--- config.mk ---
export PLATFORM = sky130hd
export DESIGN_NAME = enemy_update_sequencer_flat
export DESIGN_NICKNAME = d
export VERILOG_FILES = /design/src/rtl/enemy_update_sequencer_pkg.sv /design/src/rtl/enemy_update_sequencer_if.sv /design/src/rtl/enemy_update_sequencer_hit_fifo.sv /design/src/rtl/enemy_update_sequencer.sv /design/src/flat_wrapper.sv
export SDC_FILE = /design/constraint.sdc
export NUM_CORES = 1
export LEC_CHECK = 0
export BUFFER_PORTS_ARGS = -buffer_cell sky130_fd_sc_hd__buf_2
export CORE_MARGIN = 2
export CORE_UTILIZATION = 40
export CTS_BUF_LIST = sky130_fd_sc_hd__clkbuf_2 sky130_fd_sc_hd__clkbuf_4 sky130_fd_sc_hd__clkbuf_8
export CTS_CLUSTER_SIZE = 10
export DETAILED_ROUTE_END_ITERATION = 6
export SETUP_SLACK_MARGIN = 0.2
export SYNTH_ARGS = -nofsm -noshare
export SYNTH_HDL_FRONTEND = slang
export SYNTH_SLANG_ARGS = --single-unit
--- constraint.sdc ---
create_clock -name clock -period 4.8 [get_ports clock]
set_input_delay 0.96 -clock clock [delete_from_list [all_inputs] [get_ports clock]]
set_output_delay 0.96 -clock clock [all_outputs]
set_load 0.02 [all_outputs]
--- src/rtl/enemy_update_sequencer_pkg.sv ---
`default_nettype none
// ============================================================================
//  Module   : enemy_pkg
//  Purpose  : Shared definitions for the enemy update sequencer.
//             - Enemy-table entry layout: [23:13] row, [12:1] col, [0] valid.
//             - Sequencer state encoding.
//             - Default movement, retirement and spawn constants.
//             - A helper that builds a valid entry.
//  Ports    : none (package)
//  Revision : 1.0 - initial release
// ============================================================================
package enemy_pkg;

  localparam int ENTRY_W   = 24;
  localparam int ADDR_W    = 6;
  localparam int ROW_HI    = 23;
  localparam int ROW_LO    = 13;
  localparam int COL_HI    = 12;
  localparam int COL_LO    = 1;
  localparam int VALID_BIT = 0;
  localparam int ROW_W     = ROW_HI - ROW_LO + 1;
  localparam int COL_W     = COL_HI - COL_LO + 1;
  localparam int CNT_W     = 7;   // holds 0..64

  localparam int               DEF_MOVE_STEP = 2;
  localparam int               DEF_ROW_LIMIT = 1200;
  localparam logic [ROW_W-1:0] DEF_SPAWN_ROW = 11'h080;
  localparam int               DEF_HIT_DEPTH = 4;

  typedef enum logic [2:0] {
    ST_IDLE  = 3'd0,
    ST_CLEAR = 3'd1,
    ST_MOVE  = 3'd2,
    ST_SPAWN = 3'd3,
    ST_DONE  = 3'd4
  } state_e;

  typedef logic [ENTRY_W-1:0] entry_t;

  // Build a valid entry from its row and column fields.
  function automatic entry_t make_entry(input logic [ROW_W-1:0] row,
                                        input logic [COL_W-1:0] col);
    entry_t e;
    e                 = '0;
    e[ROW_HI:ROW_LO]  = row;
    e[COL_HI:COL_LO]  = col;
    e[VALID_BIT]      = 1'b1;
    return e;
  endfunction

endpackage : enemy_pkg
`default_nettype wire

--- src/rtl/enemy_update_sequencer_if.sv ---
`default_nettype none
// ============================================================================
//  Module   : enemy_update_sequencer_if
//  Purpose  : Enemy-table RAM port bundle (one read port with 1-cycle latency,
//             one write port).
//  Signals  : rd_addr  - read address
//             rd_data  - RAM q, valid one cycle after rd_addr
//             wr_addr  - write address
//             wr_data  - write data
//             wren     - write enable, write happens on the clock edge
//  Modports : master - the sequencer; slave - the RAM
//  Revision : 1.0 - initial release
// ============================================================================
interface enemy_update_sequencer_if;
  import enemy_pkg::*;

  logic [ADDR_W-1:0]  rd_addr;
  logic [ENTRY_W-1:0] rd_data;
  logic [ADDR_W-1:0]  wr_addr;
  logic [ENTRY_W-1:0] wr_data;
  logic               wren;

  modport master (output rd_addr, output wr_addr, output wr_data, output wren,
                  input  rd_data);
  modport slave  (input  rd_addr, input  wr_addr, input  wr_data, input  wren,
                  output rd_data);

endinterface : enemy_update_sequencer_if
`default_nettype wire

--- src/rtl/enemy_update_sequencer_hit_fifo.sv ---
`default_nettype none
// ============================================================================
//  Module   : hit_fifo
//  Purpose  : Small synchronous FIFO that queues destroyed-enemy slot
//             addresses until the next CLEAR pass.
//  Ports    : clock, reset (sync, active-low)
//             push/push_data  - enqueue, ignored when full
//             pop             - dequeue, ignored when empty
//             pop_data        - head of queue (valid when !empty)
//             full/empty      - status
//  Revision : 1.0 - initial release
// ============================================================================
module hit_fifo #(
  parameter int DEPTH = 4,   // at least 2
  parameter int WIDTH = 6
) (
  input  logic             clock,
  input  logic             reset,
  input  logic             push,
  input  logic [WIDTH-1:0] push_data,
  input  logic             pop,
  output logic [WIDTH-1:0] pop_data,
  output logic             full,
  output logic             empty
);

  localparam int c_PW = (DEPTH > 1) ? $clog2(DEPTH) : 1;
  localparam int c_CW = $clog2(DEPTH + 1);

  logic [WIDTH-1:0] r_mem [DEPTH];
  logic [c_PW-1:0]  r_wr_ptr;
  logic [c_PW-1:0]  r_rd_ptr;
  logic [c_CW-1:0]  r_count;
  logic             w_push;
  logic             w_pop;

  // Explicit wrap keeps non-power-of-two depths correct.
  function automatic logic [c_PW-1:0] f_next(input logic [c_PW-1:0] p);
    return (p == c_PW'(DEPTH - 1)) ? '0 : p + c_PW'(1);
  endfunction

  assign full     = (r_count == c_CW'(DEPTH));
  assign empty    = (r_count == '0);
  assign w_push   = push && !full;
  assign w_pop    = pop && !empty;
  assign pop_data = r_mem[r_rd_ptr];

  always_ff @(posedge clock) begin
    if (w_push) begin
      r_mem[r_wr_ptr] <= push_data;
    end
  end

  always_ff @(posedge clock) begin
    if (!reset) begin
      r_wr_ptr <= '0;
      r_rd_ptr <= '0;
      r_count  <= '0;
    end else begin
      if (w_push) begin
        r_wr_ptr <= f_next(r_wr_ptr);
      end
      if (w_pop) begin
        r_rd_ptr <= f_next(r_rd_ptr);
      end
      case ({w_push, w_pop})
        2'b10:   r_count <= r_count + c_CW'(1);
        2'b01:   r_count <= r_count - c_CW'(1);
        default: r_count <= r_count;
      endcase
    end
  end

endmodule : hit_fifo
`default_nettype wire

--- src/rtl/enemy_update_sequencer.sv ---
`default_nettype none
// ============================================================================
//  Module   : enemy_update_sequencer
//  Purpose  : Per-frame controller for the 64-entry enemy table. While calc is
//             low the display scanner owns the RAM read port; on a calc rising
//             edge the sequencer runs CLEAR (zero hit slots), MOVE (advance or
//             retire every valid enemy) and SPAWN (place one pending enemy in
//             the lowest free slot), then pulses frame_done.
//  Ports    : clock, reset (sync, active-low)
//             calc        - update window enable
//             scan_addr   - display read address
//             hit/hit_addr           - destroy-enemy pulse and slot
//             spawn_tick/spawn_col   - spawn request pulse and column
//             ram         - enemy RAM port (master)
//             busy        - a pass is running
//             frame_done  - one-cycle pulse on pass completion
//             enemy_count - valid entries after the last full MOVE pass
//             hit_overflow- sticky, a hit was dropped on a full queue
//  Revision : 1.0 - initial release
// ============================================================================
module enemy_update_sequencer
  import enemy_pkg::*;
#(
  parameter int               N_ENEMIES = 64,
  parameter int               MOVE_STEP = DEF_MOVE_STEP,
  parameter int               ROW_LIMIT = DEF_ROW_LIMIT,
  parameter logic [ROW_W-1:0] SPAWN_ROW = DEF_SPAWN_ROW,
  parameter int               HIT_DEPTH = DEF_HIT_DEPTH
) (
  input  logic                      clock,
  input  logic                      reset,
  input  logic                      calc,
  input  logic [ADDR_W-1:0]         scan_addr,
  input  logic                      hit,
  input  logic [ADDR_W-1:0]         hit_addr,
  input  logic                      spawn_tick,
  input  logic [COL_W-1:0]          spawn_col,
  enemy_update_sequencer_if.master  ram,
  output logic                      busy,
  output logic                      frame_done,
  output logic [CNT_W-1:0]          enemy_count,
  output logic                      hit_overflow
);

  localparam logic [2:0] c_IDLE  = ST_IDLE;
  localparam logic [2:0] c_CLEAR = ST_CLEAR;
  localparam logic [2:0] c_MOVE  = ST_MOVE;
  localparam logic [2:0] c_SPAWN = ST_SPAWN;
  localparam logic [2:0] c_DONE  = ST_DONE;

  localparam logic [ADDR_W-1:0] c_LAST = ADDR_W'(N_ENEMIES - 1);

  logic [2:0]        r_state;
  logic              r_calc_q;
  logic [ADDR_W-1:0] r_idx;
  logic              r_phase;       // 0: address presented, 1: data returned
  logic [CNT_W-1:0]  r_count;
  logic              r_free_found;
  logic [ADDR_W-1:0] r_free_slot;
  logic              r_spawn_pending;
  logic [COL_W-1:0]  r_spawn_col;
  logic [CNT_W-1:0]  r_enemy_count;
  logic              r_hit_overflow;

  logic [ADDR_W-1:0] w_head;
  logic              w_full;
  logic              w_empty;
  logic              w_pop;
  logic [ROW_W-1:0]  w_row;
  logic [COL_W-1:0]  w_col;
  logic              w_valid;
  logic [ROW_W:0]    w_new_row;
  logic              w_retire;
  logic              w_keep;
  logic              w_act;
  logic              w_spawn_wr;

  hit_fifo #(
    .DEPTH (HIT_DEPTH),
    .WIDTH (ADDR_W)
  ) u_hit_fifo (
    .clock     (clock),
    .reset     (reset),
    .push      (hit),
    .push_data (hit_addr),
    .pop       (w_pop),
    .pop_data  (w_head),
    .full      (w_full),
    .empty     (w_empty)
  );

  // Every side effect of a pass is gated with calc so that the cycle in which
  // calc drops does nothing; the following cycle is already IDLE.
  assign w_pop      = (r_state == c_CLEAR) && calc && !w_empty;
  assign w_act      = (r_state == c_MOVE) && calc && r_phase;
  assign w_spawn_wr = (r_state == c_SPAWN) && calc && r_spawn_pending && r_free_found;

  assign w_row     = ram.rd_data[ROW_HI:ROW_LO];
  assign w_col     = ram.rd_data[COL_HI:COL_LO];
  assign w_valid   = ram.rd_data[VALID_BIT];
  // One extra bit so a row near 2047 cannot wrap below the limit.
  assign w_new_row = {1'b0, w_row} + (ROW_W + 1)'(MOVE_STEP);
  assign w_retire  = (w_new_row >= (ROW_W + 1)'(ROW_LIMIT));
  assign w_keep    = w_valid && !w_retire;

  always_comb begin
    ram.rd_addr = scan_addr;
    ram.wren    = 1'b0;
    ram.wr_addr = '0;
    ram.wr_data = '0;
    if (r_state == c_MOVE) begin
      ram.rd_addr = r_idx;
    end
    if (w_pop) begin
      ram.wren    = 1'b1;
      ram.wr_addr = w_head;
    end else if (w_act && w_valid) begin
      ram.wren    = 1'b1;
      ram.wr_addr = r_idx;
      ram.wr_data = w_retire ? '0 : make_entry(w_new_row[ROW_W-1:0], w_col);
    end else if (w_spawn_wr) begin
      ram.wren    = 1'b1;
      ram.wr_addr = r_free_slot;
      ram.wr_data = make_entry(SPAWN_ROW, r_spawn_col);
    end
  end

  always_ff @(posedge clock) begin
    if (!reset) begin
      r_state         <= c_IDLE;
      r_calc_q        <= 1'b0;
      r_idx           <= '0;
      r_phase         <= 1'b0;
      r_count         <= '0;
      r_free_found    <= 1'b0;
      r_free_slot     <= '0;
      r_spawn_pending <= 1'b0;
      r_spawn_col     <= '0;
      r_enemy_count   <= '0;
      r_hit_overflow  <= 1'b0;
    end else begin
      r_calc_q <= calc;

      if (hit && w_full) begin
        r_hit_overflow <= 1'b1;
      end

      // A fresh tick wins over consumption so a request is never lost.
      if (spawn_tick) begin
        r_spawn_pending <= 1'b1;
        r_spawn_col     <= spawn_col;
      end else if ((r_state == c_SPAWN) && calc) begin
        r_spawn_pending <= 1'b0;
      end

      case (r_state)
        c_IDLE: begin
          if (calc && !r_calc_q) begin
            r_state      <= c_CLEAR;
            r_idx        <= '0;
            r_phase      <= 1'b0;
            r_count      <= '0;
            r_free_found <= 1'b0;
            r_free_slot  <= '0;
          end
        end
        c_CLEAR: begin
          if (!calc) begin
            r_state <= c_IDLE;
          end else if (w_empty) begin
            r_state <= c_MOVE;
          end
        end
        c_MOVE: begin
          if (!calc) begin
            r_state <= c_IDLE;
          end else if (!r_phase) begin
            r_phase <= 1'b1;
          end else begin
            r_phase <= 1'b0;
            if (w_keep) begin
              r_count <= r_count + CNT_W'(1);
            end
            // Ascending scan: the first empty or retired slot is the lowest.
            if (!w_keep && !r_free_found) begin
              r_free_found <= 1'b1;
              r_free_slot  <= r_idx;
            end
            if (r_idx == c_LAST) begin
              r_enemy_count <= r_count + {{(CNT_W - 1){1'b0}}, w_keep};
              r_state       <= c_SPAWN;
            end else begin
              r_idx <= r_idx + ADDR_W'(1);
            end
          end
        end
        c_SPAWN: r_state <= calc ? c_DONE : c_IDLE;
        c_DONE:  r_state <= c_IDLE;
        default: r_state <= c_IDLE;
      endcase
    end
  end

  assign busy         = (r_state != c_IDLE);
  assign frame_done   = (r_state == c_DONE);
  assign enemy_count  = r_enemy_count;
  assign hit_overflow = r_hit_overflow;

endmodule : enemy_update_sequencer
`default_nettype wire

--- src/flat_wrapper.sv ---
// flat-port wrapper written by rule: the top's interface ports become plain ports
module enemy_update_sequencer_flat import enemy_pkg::*;
#(
  parameter int               N_ENEMIES = 64,
  parameter int               MOVE_STEP = DEF_MOVE_STEP,
  parameter int               ROW_LIMIT = DEF_ROW_LIMIT,
  parameter logic [ROW_W-1:0] SPAWN_ROW = DEF_SPAWN_ROW,
  parameter int               HIT_DEPTH = DEF_HIT_DEPTH
)
  (clock, reset, calc, scan_addr, hit, hit_addr, spawn_tick, spawn_col, busy, frame_done, enemy_count, hit_overflow, ram_rd_addr, ram_wr_addr, ram_wr_data, ram_wren, ram_rd_data);
  enemy_update_sequencer_if ram_i ();
  input  logic clock;
  input  logic reset;
  input  logic calc;
  input  logic [ADDR_W-1:0] scan_addr;
  input  logic hit;
  input  logic [ADDR_W-1:0] hit_addr;
  input  logic spawn_tick;
  input  logic [COL_W-1:0] spawn_col;
  output logic busy;
  output logic frame_done;
  output logic [CNT_W-1:0] enemy_count;
  output logic hit_overflow;
  output wire logic [$bits(ram_i.rd_addr)-1:0] ram_rd_addr;
  output wire logic [$bits(ram_i.wr_addr)-1:0] ram_wr_addr;
  output wire logic [$bits(ram_i.wr_data)-1:0] ram_wr_data;
  output wire logic [$bits(ram_i.wren)-1:0] ram_wren;
  input wire logic [$bits(ram_i.rd_data)-1:0] ram_rd_data;
  assign ram_rd_addr = ram_i.rd_addr;
  assign ram_wr_addr = ram_i.wr_addr;
  assign ram_wr_data = ram_i.wr_data;
  assign ram_wren = ram_i.wren;
  assign ram_i.rd_data = ram_rd_data;
  enemy_update_sequencer #(.N_ENEMIES(N_ENEMIES), .MOVE_STEP(MOVE_STEP), .ROW_LIMIT(ROW_LIMIT), .SPAWN_ROW(SPAWN_ROW), .HIT_DEPTH(HIT_DEPTH)) u_core (.clock(clock), .reset(reset), .calc(calc), .scan_addr(scan_addr), .hit(hit), .hit_addr(hit_addr), .spawn_tick(spawn_tick), .spawn_col(spawn_col), .ram(ram_i), .busy(busy), .frame_done(frame_done), .enemy_count(enemy_count), .hit_overflow(hit_overflow));
endmodule
=== Word-level counts from Yosys, hierarchy flattened ===
Memories as Yosys holds them, arrays and structs flattened. A register that Yosys moved wholly into a read port is not among the register bits.
Index checks and enable logic that the tools add are counted.
W data, S select, Z words.

* Mux-type cells: 50
* Bitwise logic cells: 0
* Divide/modulo/power cells: 0
* Equality and inequality tests: 19
* Shifts and indexed selects: 0
* Order comparisons: 1
* Reduce and logical (&&, ||, !) cells: 32
* Multiply operators: 0
* Add/subtract/negate cells: 8

{| class="wikitable"
|+ Operators by type and width
! operator !! number
|-
| $mux W24 || 3
|-
| $mux W6 || 11
|-
| $mux W7 || 4
|-
| $pmux W6 S2 || 2
|-
| $mux W21 || 1
|-
| $mux W3 || 7
|-
| $reduce_and A5 Y1 || 3
|-
| $logic_and A1 B1 Y1 || 14
|-
| $pmux W7 S2 || 1
|-
| $mux W1 || 13
|-
| $add A11 B2 Y12 const B || 1
|-
| $ge A12 B11 Y1 const B || 1
|-
| $pmux W3 S4 || 1
|-
| $mux W2 || 4
|-
| $reduce_and A4 Y1 || 2
|-
| $add A7 B1 Y7 || 1
|-
| $add A7 B1 Y7 const B || 1
|-
| $add A6 B1 Y6 const B || 1
|-
| $eq A2 B2 Y1 const B || 3
|-
| $eq A3 B2 Y1 const B || 2
|-
| $eq A3 B3 Y1 const B || 2
|-
| $eq A6 B6 Y1 const B || 1
|-
| $logic_not A1 Y1 || 6
|-
| $logic_not A3 Y1 || 2
|-
| other kinds (14) || 23
|}

* Output and inout bits: 47
* Latch bits: 0
* Register bits after elaboration: 53
* Memories kept: 1
* Word-level logic and storage cells: 125
* Bits in read-only memories: 0
* Bits in writable memories: 24

{| class="wikitable"
|+ Memory list
! name !! words !! width !! read ports !! clocked after Yosys merged registers in !! write ports !! RTL line !! RTL
|-
| u_core.u_hit_fifo.r_mem || 4 || 6 || 1 || 1 || 1 || enemy_update_sequencer_hit_fifo.sv:30 || <nowiki>logic [WIDTH-1:0] r_mem [DEPTH];</nowiki>
|}

=== Logic depth before layout (Yosys ltp) ===
Gate-level depths: netlist (run 1).

* Depth in word-level cells: 10
* Mapped depth: 12
* Gate-level depth less buffers: 12

=== Cells and area by module ===
From an unflattened synthesis (run 1), not the netlist that was laid out.

* Cell total of the unflattened synthesis: 426
* Area total of the unflattened synthesis: 4110.2 um^2

{| class="wikitable"
|+ Modules (own cells, without submodules)
! module !! instances !! area an instance (um^2) !! cells each
|-
| enemy_update_sequencer || 1 || 2755.1 || 339
|-
| hit_fifo || 1 || 1355.0 || 87
|}

=== Worst setup path before layout (run 1) ===
No wires, ideal clock.

* Path kind: input to output
* Start: in ram_rd_data[14]
* End: out ram_wr_data[10]
* Stages: 8
* Required time: 3.840 ns
* Arrival time: 2.698 ns
* Path slack: 1.142 ns
* Path through: ha_1 -> a41o_2 -> a21oi_1 -> o32ai_2 -> a21o_2 -> and2_0 -> buf_2 -> a21oi_1

* Longest elaborated chain between the ends: 5

{| class="wikitable"
|+ Ends and longest elaborated chain
! item !! RTL line !! RTL
|-
| start, declared || flat_wrapper.sv:28 || <nowiki>input wire logic [$bits(ram_i.rd_data)-1:0] ram_rd_data;</nowiki>
|-
| $add A11 B2 Y12 || enemy_update_sequencer.sv:102 || <nowiki>assign w_new_row = {1'b0, w_row} + (ROW_W + 1)'(MOVE_STEP);</nowiki>
|-
| $ge A12 B11 Y1 || enemy_update_sequencer.sv:103 || <nowiki>assign w_retire = (w_new_row >= (ROW_W + 1)'(ROW_LIMIT));</nowiki>
|-
| $mux W24 || enemy_update_sequencer.sv:120 || <nowiki>ram.wr_data = w_retire ? '0 : make_entry(w_new_row[ROW_W-1:0], w_col);</nowiki>
|-
| $mux W24 || enemy_update_sequencer.sv:117 || <nowiki>end else if (w_act && w_valid) begin</nowiki>
|-
| $mux W24 || enemy_update_sequencer.sv:114 || <nowiki>if (w_pop) begin</nowiki>
|-
| end, declared || flat_wrapper.sv:26 || <nowiki>output wire logic [$bits(ram_i.wr_data)-1:0] ram_wr_data;</nowiki>
|}

Every way passes these cells.

=== Worst setup path after layout (run 1) ===
* Start: in ram_rd_data[14]
* End: out ram_wr_data[20]

* Longest elaborated chain between the ends: 5

{| class="wikitable"
|+ Ends and longest elaborated chain
! item !! RTL line
|-
| $add A11 B2 Y12 * || enemy_update_sequencer.sv:102
|-
| $ge A12 B11 Y1 || enemy_update_sequencer.sv:103
|-
| $mux W24 * || enemy_update_sequencer.sv:120
|-
| $mux W24 * || enemy_update_sequencer.sv:117
|-
| $mux W24 * || enemy_update_sequencer.sv:114
|}

Every way passes the cells marked *; elsewhere a longest branch is shown, timed or not.

==> impl_metrics.yaml, run 1 <==
clock_tree:
  cts_tree: "yes"
  post_cts_buffers: 0
  clkTransAtPathRegs_ns: 0.07
  clock_sinks: 79
  holdBufCountCts: 0
  cts_resized: 0
  numCtsBuffers: 9
  cts_root_buffer: "clkbuf_8"
  insertion_delay_ns: 0.35
  ctsLongestPathBuffers: 2
  cts-htree-levels: 3
route:
  routed_wl_um: 8730
  antenna_left: 0
  post_drt_via_cell_ratio: 5.03
  drtIter0Drc: 106
  wl_per_cell_um: 13.1
  drt_pass1_iterations: 4
  num_vias: 3345
  remaining_drc_errors: 0
placed_design:
  gp_congestion: 0.821
  portBuffers: 99
  place_inst: 650
  placed_area_sq_mm: 0.00467
  hpwlAfterDp_um: 6550
power_and_ir_drop:
  p_int_mw: 0.961
  clockPowerShare: 0.331
  power_density_mw_per_mm2: 269
  seq_power_share: 0.555
  switchingPower_mw: 0.340
  ir_drop_mv: 0.110
  p_leak_nw: 2.10
  netSwitchingFraction: 0.261
  power_frac_comb: 0.114
  total_power_mw: 1.30
finish:
  drive_gt1_frac: 0.259
  regArea_sq_mm: 0.00182
  n_antenna_cell: 0
  syn_to_final_growth_pct: 19.7
  final_cell_area_sq_mm: 0.00484
  nFillCells: 944
  fin_nets: 593
  multi_input_area_sq_mm: 0.00210
  finalNonFillerCells: 665
sta:
  setup_tns_ns: 0
  worstMarginPinSlew_ns: 1.02
  rsz0062_at_grt: "false"
  skew_ns: 0.00842
  fmax_ghz: 0.234
  hold_viol: 0
  fin_crit_sh: 0.891
  finalCriticalPeriod_ns: 4.28
  setup_viol: 0
  maxSlewHeadroom: 0.315
  whs_ns: 0.490
  drv_slew: 0
logic_synthesis:
  synthDistinctLibCells: 50
  syn_area_sq_mm: 0.00404
  synthArstFlopShare: 0
  yosysSeqAreaShare: 0.451
  ys_ff_latch: 79
  yosys_warnings: 0
  synthesis.nets: 496
  synth_top_flop_cell: "dfxtp_1"
  synth.avg_cell_area_sq_um: 9.38
  synth_cells: 431
  synth_edf_count: 24
global_routing:
  grt_overflow: 0
  grt_pass1_wl_um: 14800
  grt_max_degree: 40
  grtUsageTotal: 0.165
  antenna_found_initial: 0
  grt_pass1_vias: 3152
min_path:
  min_path_cells: 1
  worst_hold_path_type: "flip-flop to flip-flop"
critical_path:
  cp-end-kind: "output pin"
  path_class: "input pin to output pin"
  crit_path_start_kind: "input pin"
  crit_arrival_ns: 3.32
  reg2reg_depth: 9
  crit_fanout: 13
  crit_required_ns: 3.84
floorplan:
  coreArea_sq_mm: 0.00977
  rows: 36
  ios: 100
  die-height_um: 105
  initial_core_util: 0.413
  dieWidth_um: 105
  die_area_sq_mm: 0.0109
job:
  cap_viol_max_count: 0
run_status:
  status: "complete, no violations"
[worst max-delay path: stages]
cell     delay, ns
buf_2         0.13
ha_1          0.27
inv_1         0.11
or3_1         0.41
or2_4         0.28
nand2_1       0.07
a21o_2        0.24
and2_0        0.39
buf_4         0.24
a21oi_1       0.05
buf_2         0.17
[metrics by stage]
step / worst slack, ns / utilization
2_1_floorplan: 1.14 / -
3_3_place_gp: 0.564 / 0.478
3_5_place_dp: 0.523 / 0.478
4_1_cts: 0.517 / 0.495
5_1_grt: 0.339 / 0.495
6_report: 0.525 / 0.495
[per-layer routing]
metal	global-route usage	share of wire	vias to the layer above
li1	-	-	1695
met1	0.210	0.46	1565
met2	0.275	0.48	75
met3	0.0445	0.046	10
met4	0.0454	0.011	0
met5	0	0	-
[layout make-up]
type,instances,share of cell area
Clock buffer,9,0.0256
Clock inverter,6,0.00957
Inverter,15,0.0116
Multi-Input combinational cell,320,0.434
Sequential cell,79,0.377
Tap cell,133,0.0344
Timing Repair Buffer,103,0.109
[cell families (layout without fill, tap and decap cells)]
kind of cell | after synthesis | count (layout) | synth area share
flops | 79 | 79 | 0.451
mux | 24 | 24 | 0.0780
compound gates | 71 | 71 | 0.122
fa+ha+maj | 12 | 12 | 0.0390
xor+xnor | 20 | 20 | 0.0452
buf+inv | 32 | 133 | 0.0300
simple gates | 193 | 193 | 0.235
[flip-flops by register name (all words and copies together) (netlist names), named ones only]
name                        flops
u_core.u_hit_fifo.r_wr_ptr      2
u_core.u_hit_fifo.r_count       3
u_core.r_spawn_col             12
u_core.r_idx                    6
u_core.r_calc_q                 1
u_core.r_free_found             1
u_core.u_hit_fifo.r_rd_ptr      2
u_core.r_state                  3
u_core.r_count                  7
u_core.r_spawn_pending          1
u_core.u_hit_fifo.r_mem        24
u_core.hit_overflow             1
u_core.r_free_slot              6
u_core.r_phase                  1
u_core.enemy_count              7
[power groups by stage]
| stage | registers [mW] | logic [mW] | clock network, mW |
|---|---|---|---|
| 6_report | 0.723 | 0.149 | 0.430 |
| 5_1_grt | 0.726 | 0.169 | 0.475 |
| 3_3_place_gp | 0.737 | 0.147 | 0 |
| 2_1_floorplan | 0.733 | 0.0967 | 0 |
| 4_1_cts | 0.723 | 0.150 | 0.450 |
| 3_5_place_dp | 0.738 | 0.150 | 0 |
[cell usage after synthesis (2+ instances only)]
| cell | count | area share |
|---|---|---|
| a21boi_0 | 5 | 0.0093 |
| a21o_1 | 2 | 0.0037 |
| a21oi_1 | 26 | 0.032 |
| a22o_1 | 6 | 0.013 |
| a31oi_1 | 2 | 0.0031 |
| a41o_2 | 2 | 0.0056 |
| and2_1 | 7 | 0.011 |
| and3_1 | 8 | 0.012 |
| clkbuf_1 | 15 | 0.014 |
| dfxtp_1 | 55 | 0.27 |
| edfxtp_1 | 24 | 0.18 |
| ha_1 | 11 | 0.034 |
| inv_1 | 15 | 0.014 |
| mux2i_1 | 18 | 0.045 |
| mux4_2 | 6 | 0.033 |
| nand2_1 | 76 | 0.071 |
| nand2b_1 | 6 | 0.0093 |
| nand3_1 | 15 | 0.019 |
| nand4_1 | 9 | 0.014 |
| nor2_1 | 32 | 0.030 |
| nor2_2 | 2 | 0.0031 |
| nor2b_1 | 21 | 0.033 |
| nor3_1 | 5 | 0.0062 |
| nor3b_1 | 2 | 0.0037 |
| o211a_1 | 5 | 0.012 |
| o21a_1 | 2 | 0.0037 |
| o21ai_0 | 4 | 0.0050 |
| o22ai_1 | 7 | 0.011 |
| o31a_1 | 2 | 0.0043 |
| o31ai_1 | 2 | 0.0037 |
| or3_1 | 3 | 0.0046 |
| xnor2_1 | 8 | 0.017 |
| xor2_1 | 11 | 0.024 |
[cells in the final DEF, fill, tap and decap left out, types with 5 or more instances in the layout]
cell      count
inv_1        15
nand3_1      15
a22o_1        6
nand2b_1      6
nor2_1       32
and3_1        8
a21oi_1      26
dfxtp_1      55
mux4_2        6
ha_1         11
a21boi_0      5
clkbuf_8      9
o22ai_1       7
nor2b_1      21
nor3_1        5
nand4_1       9
nand2_1      76
edfxtp_1     24
buf_2        99
and2_1        7
xnor2_1       8
xor2_1       11
o211a_1       5
mux2i_1      18
[path summary, 6_finish.rpt]
kind	start	endpoint	slack [ns]
worst min register to register	u_core.r_free_slot[2]$_SDFFE_PN0P_	u_core.r_free_slot[2]$_SDFFE_PN0P_	0.49
worst max-delay path	ram_rd_data[14]	ram_wr_data[20]	0.52
worst min-delay path	u_core.r_free_slot[2]$_SDFFE_PN0P_	u_core.r_free_slot[2]$_SDFFE_PN0P_	0.49
worst max register to register	u_core.r_state[1]$_SDFFE_PN0P_	u_core.u_hit_fifo.r_count[2]$_SDFFE_PN0P_	2.23
Power figures use the tool's default switching activity.
==> inputs of run 2 (changes only) <==
--- a/config.mk
+++ b/config.mk
@@ -11,6 +11,7 @@
 export CTS_BUF_LIST = sky130_fd_sc_hd__clkbuf_2 sky130_fd_sc_hd__clkbuf_4 sky130_fd_sc_hd__clkbuf_8
 export CTS_CLUSTER_SIZE = 10
 export DETAILED_ROUTE_END_ITERATION = 6
+export PLACE_DENSITY = 0.65
 export SETUP_SLACK_MARGIN = 0.2
 export SYNTH_ARGS = -nofsm -noshare
 export SYNTH_HDL_FRONTEND = slang
==> constraint.sdc (replaced) <==
create_clock -name clock -period 3.6 [get_ports clock]
set_input_delay 0.72 -clock clock [delete_from_list [all_inputs] [get_ports clock]]
set_output_delay 0.72 -clock clock [all_outputs]
set_load 0.02 [all_outputs]
==> impl_metrics.yaml, run 2 (same netlist as run 1, synthesis figures left out) <==
global_routing:
  grt_pass1_wl_um: 14900
  grt_util_met2: 0.276
  grt_busiest_layer: "met2"
  met3_usage: 0.0382
  antenna_found_initial: 0
  grt_max_degree: 40
  grtUsageTotal: 0.166
  grt_overflow: 0
  grt_util_met1: 0.210
  grt_pass1_vias: 3210
route:
  wl_per_cell_um: 13.2
  num_vias: 3380
  post_drt_via_cell_ratio: 5.05
  remaining_drc_errors: 0
  drt_pass1_iterations: 4
  drtIter0Drc: 123
  routed_wl_um: 8840
  antenna_left: 0
power_and_ir_drop:
  p_leak_nw: 2.13
  power_density_mw_per_mm2: 372
  ir_drop_mv: 0.188
floorplan:
  ios: 100
  coreArea_sq_mm: 0.00977
  initial_core_util: 0.413
  die_area_sq_mm: 0.0109
  die-height_um: 105
  dieWidth_um: 105
  rows: 36
sta:
  finalCriticalPeriod_ns: 3.24
  hold_viol: 0
  fin_crit_sh: 0.900
  fmax_ghz: 0.309
  rsz0062_at_grt: "false"
  skew_ns: 0.0121
  worstMarginPinSlew_ns: 0.619
  drv_slew: 0
  fin_ws_ns: 0.359
  maxSlewHeadroom: 0.587
  setup_viol: 0
  setup_tns_ns: 0
clock_tree:
  numCtsBuffers: 9
  clock_sinks: 79
  insertion_delay_ns: 0.35
  cts_tree: "yes"
  holdBufCountCts: 0
  cts_root_buffer: "clkbuf_8"
  cts-htree-levels: 3
  ctsLongestPathBuffers: 2
  post_cts_buffers: 0
  clkTransAtPathRegs_ns: 0.07
placed_design:
  portBuffers: 99
  place_inst: 653
  placed_area_sq_mm: 0.00469
  place_ws_ns: 0.216
  gp_congestion: 0.818
  hpwlAfterDp_um: 6580
finish:
  top_regs: "u_core.u_hit_fifo.r_mem x24, u_core.r_spawn_col x12"
  nFillCells: 946
  syn_to_final_growth_pct: 21.4
  fin_nets: 596
  drive_gt1_frac: 0.267
  largest-register: "u_core.u_hit_fifo.r_mem"
  layout_commonest_cell: "buf_2"
  multi_input_area_sq_mm: 0.00211
  final_cell_area_sq_mm: 0.00491
  final_cell_mix: "99 x buf_2, 76 x nand2_1, 55 x dfxtp_1"
  finalNonFillerCells: 669
  largest_reg_flops: 24
  n_antenna_cell: 0
  regArea_sq_mm: 0.00182
critical_path:
  cp_cell_sequence: "buf_2 -> ha_4 -> inv_1 -> or3_1 -> or2_4 -> nand2_1 -> a21o_2 -> and2_0 -> buf_6 -> a21oi_1 -> buf_2"
  cp_slowest_cell: "or3_1"
  crit_path_start_kind: "input pin"
  slowest_delay_ns: 0.41
  crit_fanout: 14
  path_class: "input pin to output pin"
  crit_arrival_ns: 2.52
  crit_required_ns: 2.88
  crit_top_cell: "buf_2"
  cp-end-kind: "output pin"
run_status:
  status: "complete, no violations"
job:
  cap_viol_max_count: 0
min_path:
  worst_hold_path_type: "flip-flop to flip-flop"
-- run 2: cell count changes in the layout (fill, tap and decap cells not counted) --
cell and delta:
buf_6 +1, clkbuf_4 +1, buf_4 +2, bufinv_16 +1
ha_4 +1, clkinv_4 -1, ha_1 -1
-- run 2: final cells by class --
| class | count | area share |
|---|---|---|
| inverter | 15 | 0.0115 |
| clock buffer | 10 | 0.0268 |
| timing repair buffer | 106 | 0.112 |
| clock inverter | 6 | 0.0138 |
| sequential | 79 | 0.371 |
| multi-input combinational | 320 | 0.430 |
| tap | 133 | 0.0339 |
-- run 2: layer usage --
| metal | part of all wire | routed length, um |
|---|---|---|
| met1 | 0.45 | 4000 |
| met2 | 0.48 | 4260 |
| met3 | 0.045 | 401 |
| met4 | 0.020 | 173 |
| met5 | 0 | 0 |
-- run 2: critical path: cells and delay by family --
family	cells	cell delay, ns
simple gates	4	0.91
buf+inv	4	0.55
fa+ha+maj	1	0.19
compound gates	2	0.14
-- run 2: worst paths after layout --
path                                           start                                         to  slack, ns  cells after the start
setup / recovery                     ram_rd_data[14]                            ram_wr_data[20]       0.36                     11
hold reg to reg   u_core.r_free_slot[4]$_SDFFE_PN0P_         u_core.r_free_slot[4]$_SDFFE_PN0P_       0.49                      1
hold / removal    u_core.r_free_slot[4]$_SDFFE_PN0P_         u_core.r_free_slot[4]$_SDFFE_PN0P_       0.49                      1
setup reg to reg      u_core.r_state[2]$_SDFFE_PN0P_  u_core.u_hit_fifo.r_count[2]$_SDFFE_PN0P_       1.10                      9
-- run 2: per-stage QoR --
step / hold slack, ns / power [mW] / util
after floorplan: 0.450 / 1.11 / -
after global placement: 0.468 / 1.18 / 0.480
after detailed placement: 0.467 / 1.19 / 0.480
after CTS: 0.489 / 1.85 / 0.500
after global routing: 0.504 / 1.92 / 0.502
final: 0.489 / 1.83 / 0.502
-- run 2: timing repair --
| action | 4_1_cts | 5_1_grt |
|---|---|---|
| setup endpoints to repair | 0 | 14 |
| resized for setup | 0 | 3 |
| endpoints found under the hold margin | 0 | 0 |
-- run 2: power by group --
group          total (mW)  internal, mW  switching (mW)
Clock               0.660         0.332           0.329
Sequential          0.963         0.945          0.0175
Combinational       0.202        0.0884           0.114
Total                1.83          1.37           0.460
